<file path="src/rtl/cpu_pkg.sv">
// Shared CPU definitions: word width, reset PC and the fetch FSM state encoding.
package cpu_pkg;
   localparam int unsigned         WORD_W         = 16;
   localparam logic [WORD_W-1:0]   RESET_PC       = 16'h0000;
   localparam logic                ST_REQ_ENC     = 1'b0;
   localparam logic                ST_DELIVER_ENC = 1'b1;

   typedef enum logic {
      S_REQ     = ST_REQ_ENC,
      S_DELIVER = ST_DELIVER_ENC
   } fetch_state_t;
endpackage

</file>
<file path="src/rtl/fetch_stage_if.sv">
// Fetch-stage bus: next-PC redirect, imem req/ack, decode valid/ready, PC out.
// FETCH_PERF_CNT_EN adds the fetch_count / redirect_count observation signals.
interface fetch_stage_if #(parameter int unsigned WIDTH = cpu_pkg::WORD_W);
   logic [WIDTH-1:0] next_pc_in;
   logic             pc_load;
   logic             stall;
   logic             mem_req;
   logic [WIDTH-1:0] mem_addr;
   logic             mem_ack;
   logic [WIDTH-1:0] mem_rdata;
   logic [WIDTH-1:0] instr_out;
   logic             instr_valid;
   logic             instr_ready;
   logic [WIDTH-1:0] pc_out;
`ifdef FETCH_PERF_CNT_EN
   logic [31:0]      fetch_count;
   logic [15:0]      redirect_count;
`endif

   modport master (
      input  next_pc_in, pc_load, stall, mem_ack, mem_rdata, instr_ready,
      output mem_req, mem_addr, instr_out, instr_valid, pc_out
`ifdef FETCH_PERF_CNT_EN
      , output fetch_count, redirect_count
`endif
   );

   modport slave (
      output next_pc_in, pc_load, stall, mem_ack, mem_rdata, instr_ready,
      input  mem_req, mem_addr, instr_out, instr_valid, pc_out
`ifdef FETCH_PERF_CNT_EN
      , input fetch_count, redirect_count
`endif
   );
endinterface

</file>
<file path="src/rtl/pc_reg.sv">
// Program counter register: async reset, load beats increment, wraps modulo 2^WIDTH.
module pc_reg #(
   parameter int unsigned            WIDTH    = cpu_pkg::WORD_W,
   parameter logic [WIDTH-1:0]       RESET_PC = cpu_pkg::RESET_PC,
   parameter int unsigned            PC_STEP  = 1
) (
   input  logic             clk,
   input  logic             rst_n,
   input  logic             i_load,
   input  logic [WIDTH-1:0] i_load_val,
   input  logic             i_inc,
   output logic [WIDTH-1:0] o_pc
);
   localparam logic [WIDTH-1:0] STEP = WIDTH'(PC_STEP);

   logic [WIDTH-1:0] r_pc;

   always_ff @(posedge clk or negedge rst_n) begin
      if (!rst_n)      r_pc <= RESET_PC;
      else if (i_load) r_pc <= i_load_val;
      else if (i_inc)  r_pc <= r_pc + STEP;
   end

   assign o_pc = r_pc;
endmodule

</file>
<file path="src/rtl/fetch_stage.sv">
// Instruction fetch: PC, imem req/ack, IR and decode valid/ready handshake.
// Optional perf counters enabled by FETCH_PERF_CNT_EN.
module fetch_stage #(
   parameter int unsigned      WIDTH    = cpu_pkg::WORD_W,
   parameter logic [WIDTH-1:0] RESET_PC = cpu_pkg::RESET_PC,
   parameter int unsigned      PC_STEP  = 1
) (
   input  logic          clk,
   input  logic          rst_n,
   fetch_stage_if.master bus
);
   import cpu_pkg::*;

   fetch_state_t     r_state, w_state_nxt;
   logic             r_req_en;
   logic [WIDTH-1:0] r_ir;
   logic [WIDTH-1:0] w_pc;
   logic             w_req, w_valid, w_take;

   // Keeps mem_req low for the first cycle after reset release.
   always_ff @(posedge clk or negedge rst_n) begin
      if (!rst_n) r_req_en <= 1'b0;
      else        r_req_en <= 1'b1;
   end

   always_ff @(posedge clk or negedge rst_n) begin
      if (!rst_n) r_state <= S_REQ;
      else        r_state <= w_state_nxt;
   end

   always_comb begin
      w_state_nxt = r_state;
      w_req       = 1'b0;
      w_valid     = 1'b0;
      case (r_state)
         S_REQ: begin
            w_req = r_req_en & ~bus.stall;
            if (w_req && bus.mem_ack && !bus.pc_load) w_state_nxt = S_DELIVER;
         end
         S_DELIVER: begin
            w_valid = 1'b1;
            if (bus.instr_ready && !bus.stall) w_state_nxt = S_REQ;
         end
         default: w_state_nxt = S_REQ;
      endcase
      if (bus.pc_load) w_state_nxt = S_REQ;
   end

   // An ack only counts against an outstanding request and never alongside a redirect.
   assign w_take = w_req & bus.mem_ack & ~bus.pc_load;

   always_ff @(posedge clk or negedge rst_n) begin
      if (!rst_n)      r_ir <= '0;
      else if (w_take) r_ir <= bus.mem_rdata;
   end

   pc_reg #(.WIDTH(WIDTH), .RESET_PC(RESET_PC), .PC_STEP(PC_STEP)) u_pc_reg (
      .clk        (clk),
      .rst_n      (rst_n),
      .i_load     (bus.pc_load),
      .i_load_val (bus.next_pc_in),
      .i_inc      (w_take),
      .o_pc       (w_pc)
   );

   assign bus.mem_req     = w_req;
   assign bus.mem_addr    = w_pc;
   assign bus.pc_out      = w_pc;
   assign bus.instr_out   = r_ir;
   assign bus.instr_valid = w_valid;

`ifdef FETCH_PERF_CNT_EN
   logic [31:0] r_fetch_cnt;
   logic [15:0] r_redir_cnt;

   always_ff @(posedge clk or negedge rst_n) begin
      if (!rst_n) begin
         r_fetch_cnt <= '0;
         r_redir_cnt <= '0;
      end else begin
         if (w_valid && bus.instr_ready && !bus.pc_load) r_fetch_cnt <= r_fetch_cnt + 32'd1;
         if (bus.pc_load && r_redir_cnt != 16'hFFFF)     r_redir_cnt <= r_redir_cnt + 16'd1;
      end
   end

   assign bus.fetch_count    = r_fetch_cnt;
   assign bus.redirect_count = r_redir_cnt;
`endif
endmodule
</file>
<file path="src/flat_wrapper.sv">
// flat-port wrapper written by rule: the top's interface ports become plain ports
module fetch_stage_flat import cpu_pkg::*;
#(
   parameter int unsigned      WIDTH    = cpu_pkg::WORD_W,
   parameter logic [WIDTH-1:0] RESET_PC = cpu_pkg::RESET_PC,
   parameter int unsigned      PC_STEP  = 1
)
  (clk, rst_n, bus_next_pc_in, bus_pc_load, bus_stall, bus_mem_ack, bus_mem_rdata, bus_instr_ready, bus_mem_req, bus_mem_addr, bus_instr_out, bus_instr_valid, bus_pc_out);
  fetch_stage_if #(.WIDTH(WIDTH)) bus_i ();
  input  logic clk;
  input  logic rst_n;
  input wire logic [$bits(bus_i.next_pc_in)-1:0] bus_next_pc_in;
  input wire logic [$bits(bus_i.pc_load)-1:0] bus_pc_load;
  input wire logic [$bits(bus_i.stall)-1:0] bus_stall;
  input wire logic [$bits(bus_i.mem_ack)-1:0] bus_mem_ack;
  input wire logic [$bits(bus_i.mem_rdata)-1:0] bus_mem_rdata;
  input wire logic [$bits(bus_i.instr_ready)-1:0] bus_instr_ready;
  output wire logic [$bits(bus_i.mem_req)-1:0] bus_mem_req;
  output wire logic [$bits(bus_i.mem_addr)-1:0] bus_mem_addr;
  output wire logic [$bits(bus_i.instr_out)-1:0] bus_instr_out;
  output wire logic [$bits(bus_i.instr_valid)-1:0] bus_instr_valid;
  output wire logic [$bits(bus_i.pc_out)-1:0] bus_pc_out;
  assign bus_i.next_pc_in = bus_next_pc_in;
  assign bus_i.pc_load = bus_pc_load;
  assign bus_i.stall = bus_stall;
  assign bus_i.mem_ack = bus_mem_ack;
  assign bus_i.mem_rdata = bus_mem_rdata;
  assign bus_i.instr_ready = bus_instr_ready;
  assign bus_mem_req = bus_i.mem_req;
  assign bus_mem_addr = bus_i.mem_addr;
  assign bus_instr_out = bus_i.instr_out;
  assign bus_instr_valid = bus_i.instr_valid;
  assign bus_pc_out = bus_i.pc_out;
  fetch_stage #(.WIDTH(WIDTH), .RESET_PC(RESET_PC), .PC_STEP(PC_STEP)) u_core (.clk(clk), .rst_n(rst_n), .bus(bus_i));
endmodule
</file>
<file path="config.mk">
export PLATFORM = sky130hd
export DESIGN_NAME = fetch_stage_flat
export DESIGN_NICKNAME = d
export VERILOG_FILES = /design/src/rtl/cpu_pkg.sv /design/src/rtl/fetch_stage_if.sv /design/src/rtl/pc_reg.sv /design/src/rtl/fetch_stage.sv /design/src/flat_wrapper.sv
export SDC_FILE = /design/constraint.sdc
export NUM_CORES = 1
export LEC_CHECK = 0
export CELL_PAD_IN_SITES_DETAIL_PLACEMENT = 1
export CELL_PAD_IN_SITES_GLOBAL_PLACEMENT = 1
export CORE_AREA = 3 3 81 83
export DETAILED_ROUTE_END_ITERATION = 10
export DIE_AREA = 0 0 84 86
export GPL_ROUTABILITY_DRIVEN = 0
export PLACE_DENSITY_LB_ADDON = 0.1
export SYNTH_ARGS = -nofsm -noshare
export SYNTH_HDL_FRONTEND = slang
export SYNTH_SLANG_ARGS = --single-unit
</file>
<file path="constraint.sdc">
create_clock -name clk -period 2.1 [get_ports clk]
set_clock_uncertainty 0.05 [all_clocks]
set_input_delay 0.42 -clock clk [delete_from_list [all_inputs] [get_ports clk]]
set_output_delay 0.42 -clock clk [all_outputs]
set_load 0.03 [all_outputs]
</file>
# After elaboration in Yosys (flattened, before gate mapping)
# Cells that the tools add are included.
# op_classes
bitwise,6
reduce_logical,6
addsub,1
mux,8
# ops
operator,n
16-bit 2-to-1 mux,2
16-bit by 1-bit adder with 16-bit output (second input constant),1
1-bit 2-to-1 mux,5
1-bit AND,3
1-bit logical AND,3
1-bit inverter,3
1-bit logical NOT,2
1-bit case mux with 2 select lines,1
2-bit nonzero test,1
# totals
reg_bits,34
wordCells,25
in_bits,38
out_inout_bits,50

# Logic depth before layout (Yosys ltp)
# Gate-level depths: netlist of run 1.
# depth
word_depth,7
depth_mapped,6
ltp_nobuf,4

# Cells and area by module
# Synthesis of run 1 repeated with hierarchy kept, for this count alone.
# hier_totals
hier_cells,157
area_unflattened_um2,1799.2
# by_module_without_submodules
mod,cells_each,n_inst,seq_area_each_um2,area_per_inst_um2
pc_reg,99,1,400.4,943.4
fetch_stage,58,1,450.4,855.8

# Worst setup path after synthesis of run 1
# OpenSTA, ideal clock, no wires.
# synth_path
path_type,register to register
startpoint,reg u_core.r_state
endpoint,reg u_core.r_ir[0] (netlist: u_core.bus.instr_out[0])
stages_incl_launch_ff,6
setup_slack_ns,0.331
synth_period_minus_slack_ns,1.769
setup_ns,0.125
t_arrival_ns,1.594
required_ns,1.925
path_buffers,2
path_cell_list,dfrtp_1 > and4bb_1 > and2_1 > buf_2 > buf_4 > mux2_2
# synth_via
elab_chain_cells,3
# synth_lines
item,line,source
start: declaration,fetch_stage.sv:14,"fetch_state_t r_state, w_state_nxt;"
start signal: assignment,fetch_stage.sv:28,else r_state <= w_state_nxt;
1-bit 2-to-1 mux,fetch_stage.sv:35,case (r_state)
1-bit AND (2 in a row),fetch_stage.sv:50,assign w_take = w_req & bus.mem_ack & ~bus.pc_load;
end signal: assignment,fetch_stage.sv:54,else if (w_take) r_ir <= bus.mem_rdata;
end: declaration,fetch_stage.sv:16,logic [WIDTH-1:0] r_ir;
# No other way between the ends.
# A chain may end at the register's enable or synchronous reset.

# Final worst setup path of run 1
# layout_path
startpoint,reg u_core.u_pc_reg.r_pc[6] (netlist: u_core.u_pc_reg.o_pc[6])
endpoint,out bus_pc_out[6]
# layout_rtl
item,line,source
start: declaration,pc_reg.sv:16,logic [WIDTH-1:0] r_pc;
start signal: assignment,pc_reg.sv:20,else if (i_load) r_pc <= i_load_val;
start signal: assignment,pc_reg.sv:21,else if (i_inc) r_pc <= r_pc + STEP;
end: declaration,flat_wrapper.sv:22,output wire logic [$bits(bus_i.pc_out)-1:0] bus_pc_out;
# No word-level cell between the ends.

==> flow_summary.toml, run 1 <==
[synthesis]
yosysWarningCount = 0
ys_top_cells_by_count = "34 x dfrtp_1, 17 x buf_4, 16 x mux2_2, 16 x o21ai_0, 12 x nand2_1"
synthMuxAreaShare = 0.1118
synthFlopType = "dfrtp_1"
synth_top_family_by_area = "simple AND/OR/NAND/NOR gates"
syn-instance-count = 157
ys_seq_elements = 34
synthArstFlopShare = 1.000
synth_cell_type_count = 29
yosys.area_share.xor_xnor = 0.03603
yosys-top-cells-area = "dfrtp_1 50%, mux2_2 11%, buf_4 7.5%"
synth_compound_area_frac = 0.07941
synth_area_mm2 = 0.001702
yosys.cell_count.top_type = "dfrtp_1"
yosysSeqAreaShare = 0.5000
post_synthesis_net_count = 196
number_of_flops_mapped_to_enable_cells_by_yosys = 0
synth_top_cell_area_share = 0.5000
post_synth_fa_ha_maj_area_fraction = 0.007353
syn-mean-instance-area_um2 = 10.84
post_synth_and_or_nand_nor_area_fraction = 0.1669
synthDominantAreaCellType = "dfrtp_1"

[critical_path]
setup.reg_to_reg.worst_slack_ns = 0.34
crit_path_end_kind = "primary output"
path_max_fanout = 5
cp.depth = 1
worst_path_arrival_time_ns = 1.54
timing_worst_setup_path_type = "reg -> out"
r2r_start = "u_core.r_state"
worst-r2r-cell-count = 4
timing.critical_path.from = "u_core.u_pc_reg.o_pc[6]"
path_cells = "clkdlybuf4s50_1"
worst_setup_path_start_kind = "flop"
crit_family = "buffers and inverters"
required_ns = 1.63
slowest_stage = "clkdlybuf4s50_1"
critical_path_buf_inv_count = 1
critPathCapture = "bus_pc_out[6]"
critical-path-max-stage-delay_ns = 0.74
timing.rr.end = "u_core.bus.instr_out[0]"

[floorplanning]
i_o_pin_cnt = 88
placementRows = 28
core_mm2 = 0.005921
die_w_um = 84
area_of_the_die_mm2 = 0.007224
initial_core_utilization = 0.2874
floorplan.die.height_um = 86

[global_routing]
grt_remaining_overflow = 0
grt_first_pass_wirelength_um = 7810
first_global_vias = 1587
global_route_usage_over_all_layers = 0.1337
pin_count_of_the_biggest_net_entering_global_routing = 35
antenna_found_initial = 0

[placement]
numPortBuffers = 87
post_place_cell_area_mm2 = 0.002560
detailedPlacementHpwl_um = 3556
post-place-ws_ns = -0.1457

[clock_network]
cts.sink_count = 34
cts_hold_repair.buffers = 0
worst_setup_hold_path_clk_slew_ns = 0.07
max_clock_buf_depth = 2
clock_insertion_delay_worst_skew_ns = 0.28
buffers_inserted_by_post_cts_timing_repair = 0
postCtsResizedCells = 0
cts_tree = "done"
h-tree-depth = 2
cts.root.buffer_cell = "clkbuf_8"
cts_bufs_inserted = 5

[layout]
fillCellCount = 659
area.growth.synth_to_final_pct = 56.69
finalInstanceArea_mm2 = 0.002666
layout.area.seq_um2 = 850.8
antennaDiodeCount = 0
multi_input_gate_area_in_the_final_layout_um2 = 686.9
utilization = 0.4503
drive_above_1_share = 0.1441
final_net_count = 274

[route]
remaining_drc_errors = 0
first_iter_violations = 18
drt-wirelength-per-cell_um = 14.59
route.vias.total = 1444
firstDrtPassIters = 2
routed_wirelength_um = 4537
routed_via_density = 4.643
postRouteAntennaNets = 0

[sta]
tightestPinTransition_ns = 0.7465
report.final.hold_viol_count = 0
slew_violations = 0
max_freq_mhz = 498.7
finalSetupViolations = 0
finalHoldWorstSlack_ns = 0.1528
rsz0062_at_grt = "false"
worst_slack_ns = 0.09493
max_slew_margin = 0.5023
layout_worst_path_cycle_share = 0.9548
period_minus_slack_ns = 2.005

[power_and_ir_drop]
pwr-share-clk = 0.262
ir_worst_vdd_v = 0.0003603
power.switching_fraction = 0.3267
total_leakage_power_uw = 0.001058
power.density_mw_per_mm2 = 825.6
power.share.combinational = 0.356
sequential_power_share = 0.382
power.internal_uw = 1482
power_switching_uw = 719.2

[outcome]
run_status = "complete, no violations"

[job]
cap_violations = 0

[hold_path]
hold_path.class = "in -> async"
==> power by group through the flow <==
| stage | sequential [uW] | combinational, uW | clock [uW] |
|---|---|---|---|
| 3_5_place_dp | 856 | 794 | 0 |
| 3_3_place_gp | 849 | 784 | 0 |
| 5_1_grt | 861 | 824 | 643 |
| 6_report | 840 | 785 | 577 |
| 2_1_floorplan | 1050 | 241 | 0 |
| 4_1_cts | 843 | 797 | 599 |
==> cell families after synthesis <==
logic type	count (synthesis)
compound gates	25
xor+xnor	7
other cells	1
buf+inv	24
fa+ha+maj	1
simple gates	48
flops	34
mux	17
==> worst min path at each step <==
stage | endpoint | startpoint | cells after the start | slack, ns
3_3_place_gp | u_core.bus.instr_out[10] | u_core.bus.instr_out[10] | 1 | 0.44
5_1_grt | u_core.u_pc_reg.o_pc[3] | rst_n | 1 | 0.22
4_1_cts | u_core.r_state | rst_n | 1 | 0.19
3_5_place_dp | u_core.bus.instr_out[12] | u_core.bus.instr_out[12] | 1 | 0.45
6_report | u_core.r_state | rst_n | 1 | 0.15
2_1_floorplan | u_core.bus.instr_out[0] | rst_n | 0 | 0.07
==> routing by layer <==
metal | track usage | wire length [um] | vias up
met1 | 0.1682 | 1962 | 698
met5 | 0 | 0 | -
met4 | 0.04094 | 51 | 0
met2 | 0.2213 | 2239 | 54
met3 | 0.04131 | 283 | 4
li1 | - | - | 688
==> layout make-up <==
class,instances,share of cell area
Tap cell,75,0.03519
Inverter,2,0.002816
Timing Repair Buffer,93,0.3454
Clock buffer,7,0.02863
Sequential cell,34,0.3191
Clock inverter,1,0.01126
Multi-Input combinational cell,99,0.2576
==> metrics by stage <==
stage          instances  power (uW)  TNS [ns]
2_1_floorplan        157        1290         0
3_3_place_gp         303        1632    -2.138
3_5_place_dp         303        1650    -3.199
4_1_cts              311        2239         0
5_1_grt              311        2328         0
6_report             311        2201         0
==> sequential cells by signal (all words and copies together) (netlist names) <==
register              flops
u_core.bus.instr_out     16
u_core.r_req_en           1
u_core.r_state            1
u_core.u_pc_reg.o_pc     16
==> cells in the final DEF (no fill, tap or decap), types with 5 or more instances in the layout <==
cell type	instances
or3_1	8
buf_4	6
mux2_2	16
a31oi_1	8
clkdlybuf4s50_1	85
nor2_1	9
nand3_1	6
dfrtp_1	34
o21ai_0	16
nand2_1	12
xor2_1	5
clkbuf_8	5
(Power assumes the default switching activity.)
==> run 2, diff against run 1 <==
GPL_ROUTABILITY_DRIVEN = not set   (was 0)
==> results of run 2 <==
Final layout, timing and power as in run 1 (identical DEF).
==> run 3, diff against run 2 <==
CORE_AREA = 3 3 82 84   (was 3 3 81 83)
DIE_AREA = 0 0 85 87   (was 0 0 84 86)
SYNTH_HIERARCHICAL = 1   (was not set)
==> flow_summary.toml, run 3 <==
[route]
remaining_drc_errors = 0
drt-wirelength-per-cell_um = 16.27
firstDrtPassIters = 4
routed_wirelength_um = 5043
routed_via_density = 4.668
first_iter_violations = 58
route.vias.total = 1447
postRouteAntennaNets = 0

[critical_path]
r2r_start = "u_core/r_state"
slowest_stage = "clkdlybuf4s50_1"
path_max_fanout = 10
timing.critical_path.from = "u_core/u_pc_reg/o_pc[4]"
cp.depth = 1
critical-path-max-stage-delay_ns = 0.74
timing_worst_setup_path_type = "reg -> out"
path_cells = "clkdlybuf4s50_1"
timing.rr.end = "u_core/u_pc_reg/o_pc[12]"
required_ns = 1.63
crit_family = "buffers and inverters"
setup.reg_to_reg.worst_slack_ns = 0.32
crit_path_end_kind = "primary output"
worst_setup_path_start_kind = "flop"
worst_path_arrival_time_ns = 1.55
worst-r2r-cell-count = 7
critical_path_buf_inv_count = 1

[sta]
period_minus_slack_ns = 2.025
layout_worst_path_cycle_share = 0.9643
rsz0062_at_grt = "false"
max_freq_mhz = 493.8
finalSetupViolations = 0
slew_violations = 0
finalHoldWorstSlack_ns = 0.1568
max_slew_margin = 0.4882
report.final.hold_viol_count = 0
tightestPinTransition_ns = 0.7677
worst_slack_ns = 0.07502

[synthesis]
synth_area_mm2 = 0.001799
ys_top_cells_by_count = "34 x dfrtp_1, 19 x nand2_1, 17 x buf_4, 12 x o21ai_0"
synth_cell_type_count = 35
yosysWarningCount = 6
synthFlopType = "dfrtp_1"
yosys.cell_count.top_type = "dfrtp_1"
post_synthesis_net_count = 196
yosysSeqAreaShare = 0.4729
syn-instance-count = 157
synthDominantAreaCellType = "dfrtp_1"
ys_seq_elements = 34
syn-mean-instance-area_um2 = 11.46
number_of_flops_mapped_to_enable_cells_by_yosys = 0
yosys-top-cells-area = "dfrtp_1 47%, buf_4 7.1%, mux2_4 6.7%"
synth_top_cell_area_share = 0.4729
synthArstFlopShare = 1.000

[global_routing]
first_global_vias = 1601
global_route_usage_over_all_layers = 0.1415
grt_remaining_overflow = 0
antenna_found_initial = 0
pin_count_of_the_biggest_net_entering_global_routing = 35
grt_first_pass_wirelength_um = 8155

[placement]
weighted_congestion_reported_at_the_end_of_routability_driven_placement = 0.7441
numPortBuffers = 87
detailedPlacementHpwl_um = 3832
post-place-ws_ns = -0.2892

[power_and_ir_drop]
sequential_power_share = 0.395
power.switching_fraction = 0.3452
pwr-share-clk = 0.235
power_switching_uw = 735.1
power.internal_uw = 1395
power.density_mw_per_mm2 = 775.1
power.share.combinational = 0.370
ir_worst_vdd_v = 0.0004424
total_leakage_power_uw = 0.001140

[clock_network]
h-tree-depth = 2
worst_setup_hold_path_clk_slew_ns = 0.07
cts_bufs_inserted = 5
cts.root.buffer_cell = "clkbuf_8"
max_clock_buf_depth = 2
cts_tree = "done"
cts.sink_count = 34
clock_insertion_delay_worst_skew_ns = 0.28

[floorplanning]
floorplan.die.height_um = 87
core_mm2 = 0.005991
i_o_pin_cnt = 88
die_w_um = 85
placementRows = 28
initial_core_utilization = 0.3003
area_of_the_die_mm2 = 0.007395

[hold_path]
hold_path.class = "in -> async"

[layout]
antennaDiodeCount = 0
final_common_cell = "clkdlybuf4s50_1"
drive_above_1_share = 0.1915
layout.cells.most_common_list = "85 x clkdlybuf4s50_1, 33 x dfrtp_1, 19 x nand2_1"
final_net_count = 273
area.growth.synth_to_final_pct = 52.71

[outcome]
run_status = "complete, no violations"

[job]
cap_violations = 0
run 3: cell type report:
cell class | count | area, um^2
clock inverters | 1 | 5.005
inverters | 5 | 22.52
multi-input cells | 96 | 787.0
flip-flops and latches | 34 | 852.1
fillers | 656 | 3243
well taps | 75 | 93.84
repair buffers | 92 | 900.9
clock buffers | 7 | 86.33
run 3: kinds of logic (layout without fill, tap and decap cells):
family | after synthesis | count (layout) | synth area share
other | 1 | 1 | 0.002084
buffers and inverters | 27 | 105 | 0.09666
muxes | 17 | 17 | 0.1224
adders and majority gates | 1 | 1 | 0.006953
AOI/OAI and AO/OA | 18 | 18 | 0.05841
DFF | 34 | 34 | 0.4729
and+or+nand+nor | 47 | 47 | 0.1822
xor gates and xnor gates | 12 | 12 | 0.05841
run 3: repair_timing:
| action | in CTS | in global routing |
|---|---|---|
| hold buffers | 0 | 0 |
| endpoints found under the setup margin | 0 | 4 |
| setup buffers | 0 | 0 |
| resized for setup | 0 | 2 |
run 3: power by group through the flow:
stage | Combinational, uW | Clock [uW] | Sequential [uW]
floorplan | 260 | 0 | 1040
global placement | 784 | 0 | 847
detailed placement | 795 | 0 | 854
CTS | 800 | 525 | 843
global route | 833 | 561 | 857
finish | 788 | 500 | 842
run 3: layer usage:
| layer | part of all wire | vias up | wire length, um | global-route usage |
|---|---|---|---|---|
| li1 | - | 674 | - | - |
| met1 | 0.42 | 716 | 2127 | 0.1672 |
| met2 | 0.52 | 55 | 2629 | 0.2521 |
| met3 | 0.052 | 2 | 261 | 0.03879 |
| met4 | 0.0048 | 0 | 24 | 0.03885 |
| met5 | 0 | - | 0 | 0 |
run 3: worst max path at each step:
stage | end
after floorplan | u_core/u_pc_reg/o_pc[10]
after global placement | u_core/u_pc_reg/o_pc[12]
after detailed placement | u_core/u_pc_reg/o_pc[12]
after CTS | u_core/u_pc_reg/o_pc[12]
after global routing | bus_mem_addr[4]
final | bus_mem_addr[4]
run 3: stage by stage:
step / power (uW) / util / std cells / TNS, ns / cell area (um^2)
3_3_place_gp: 1630 / 0.4430 / 302 / -1.147 / 2654
6_report: 2130 / 0.4586 / 310 / 0 / 2748
5_1_grt: 2251 / 0.4586 / 310 / 0 / 2748
2_1_floorplan: 1296 / - / 157 / -1.057 / 1822
4_1_cts: 2168 / 0.4582 / 310 / 0 / 2745
3_5_place_dp: 1649 / 0.4430 / 302 / -1.790 / 2654
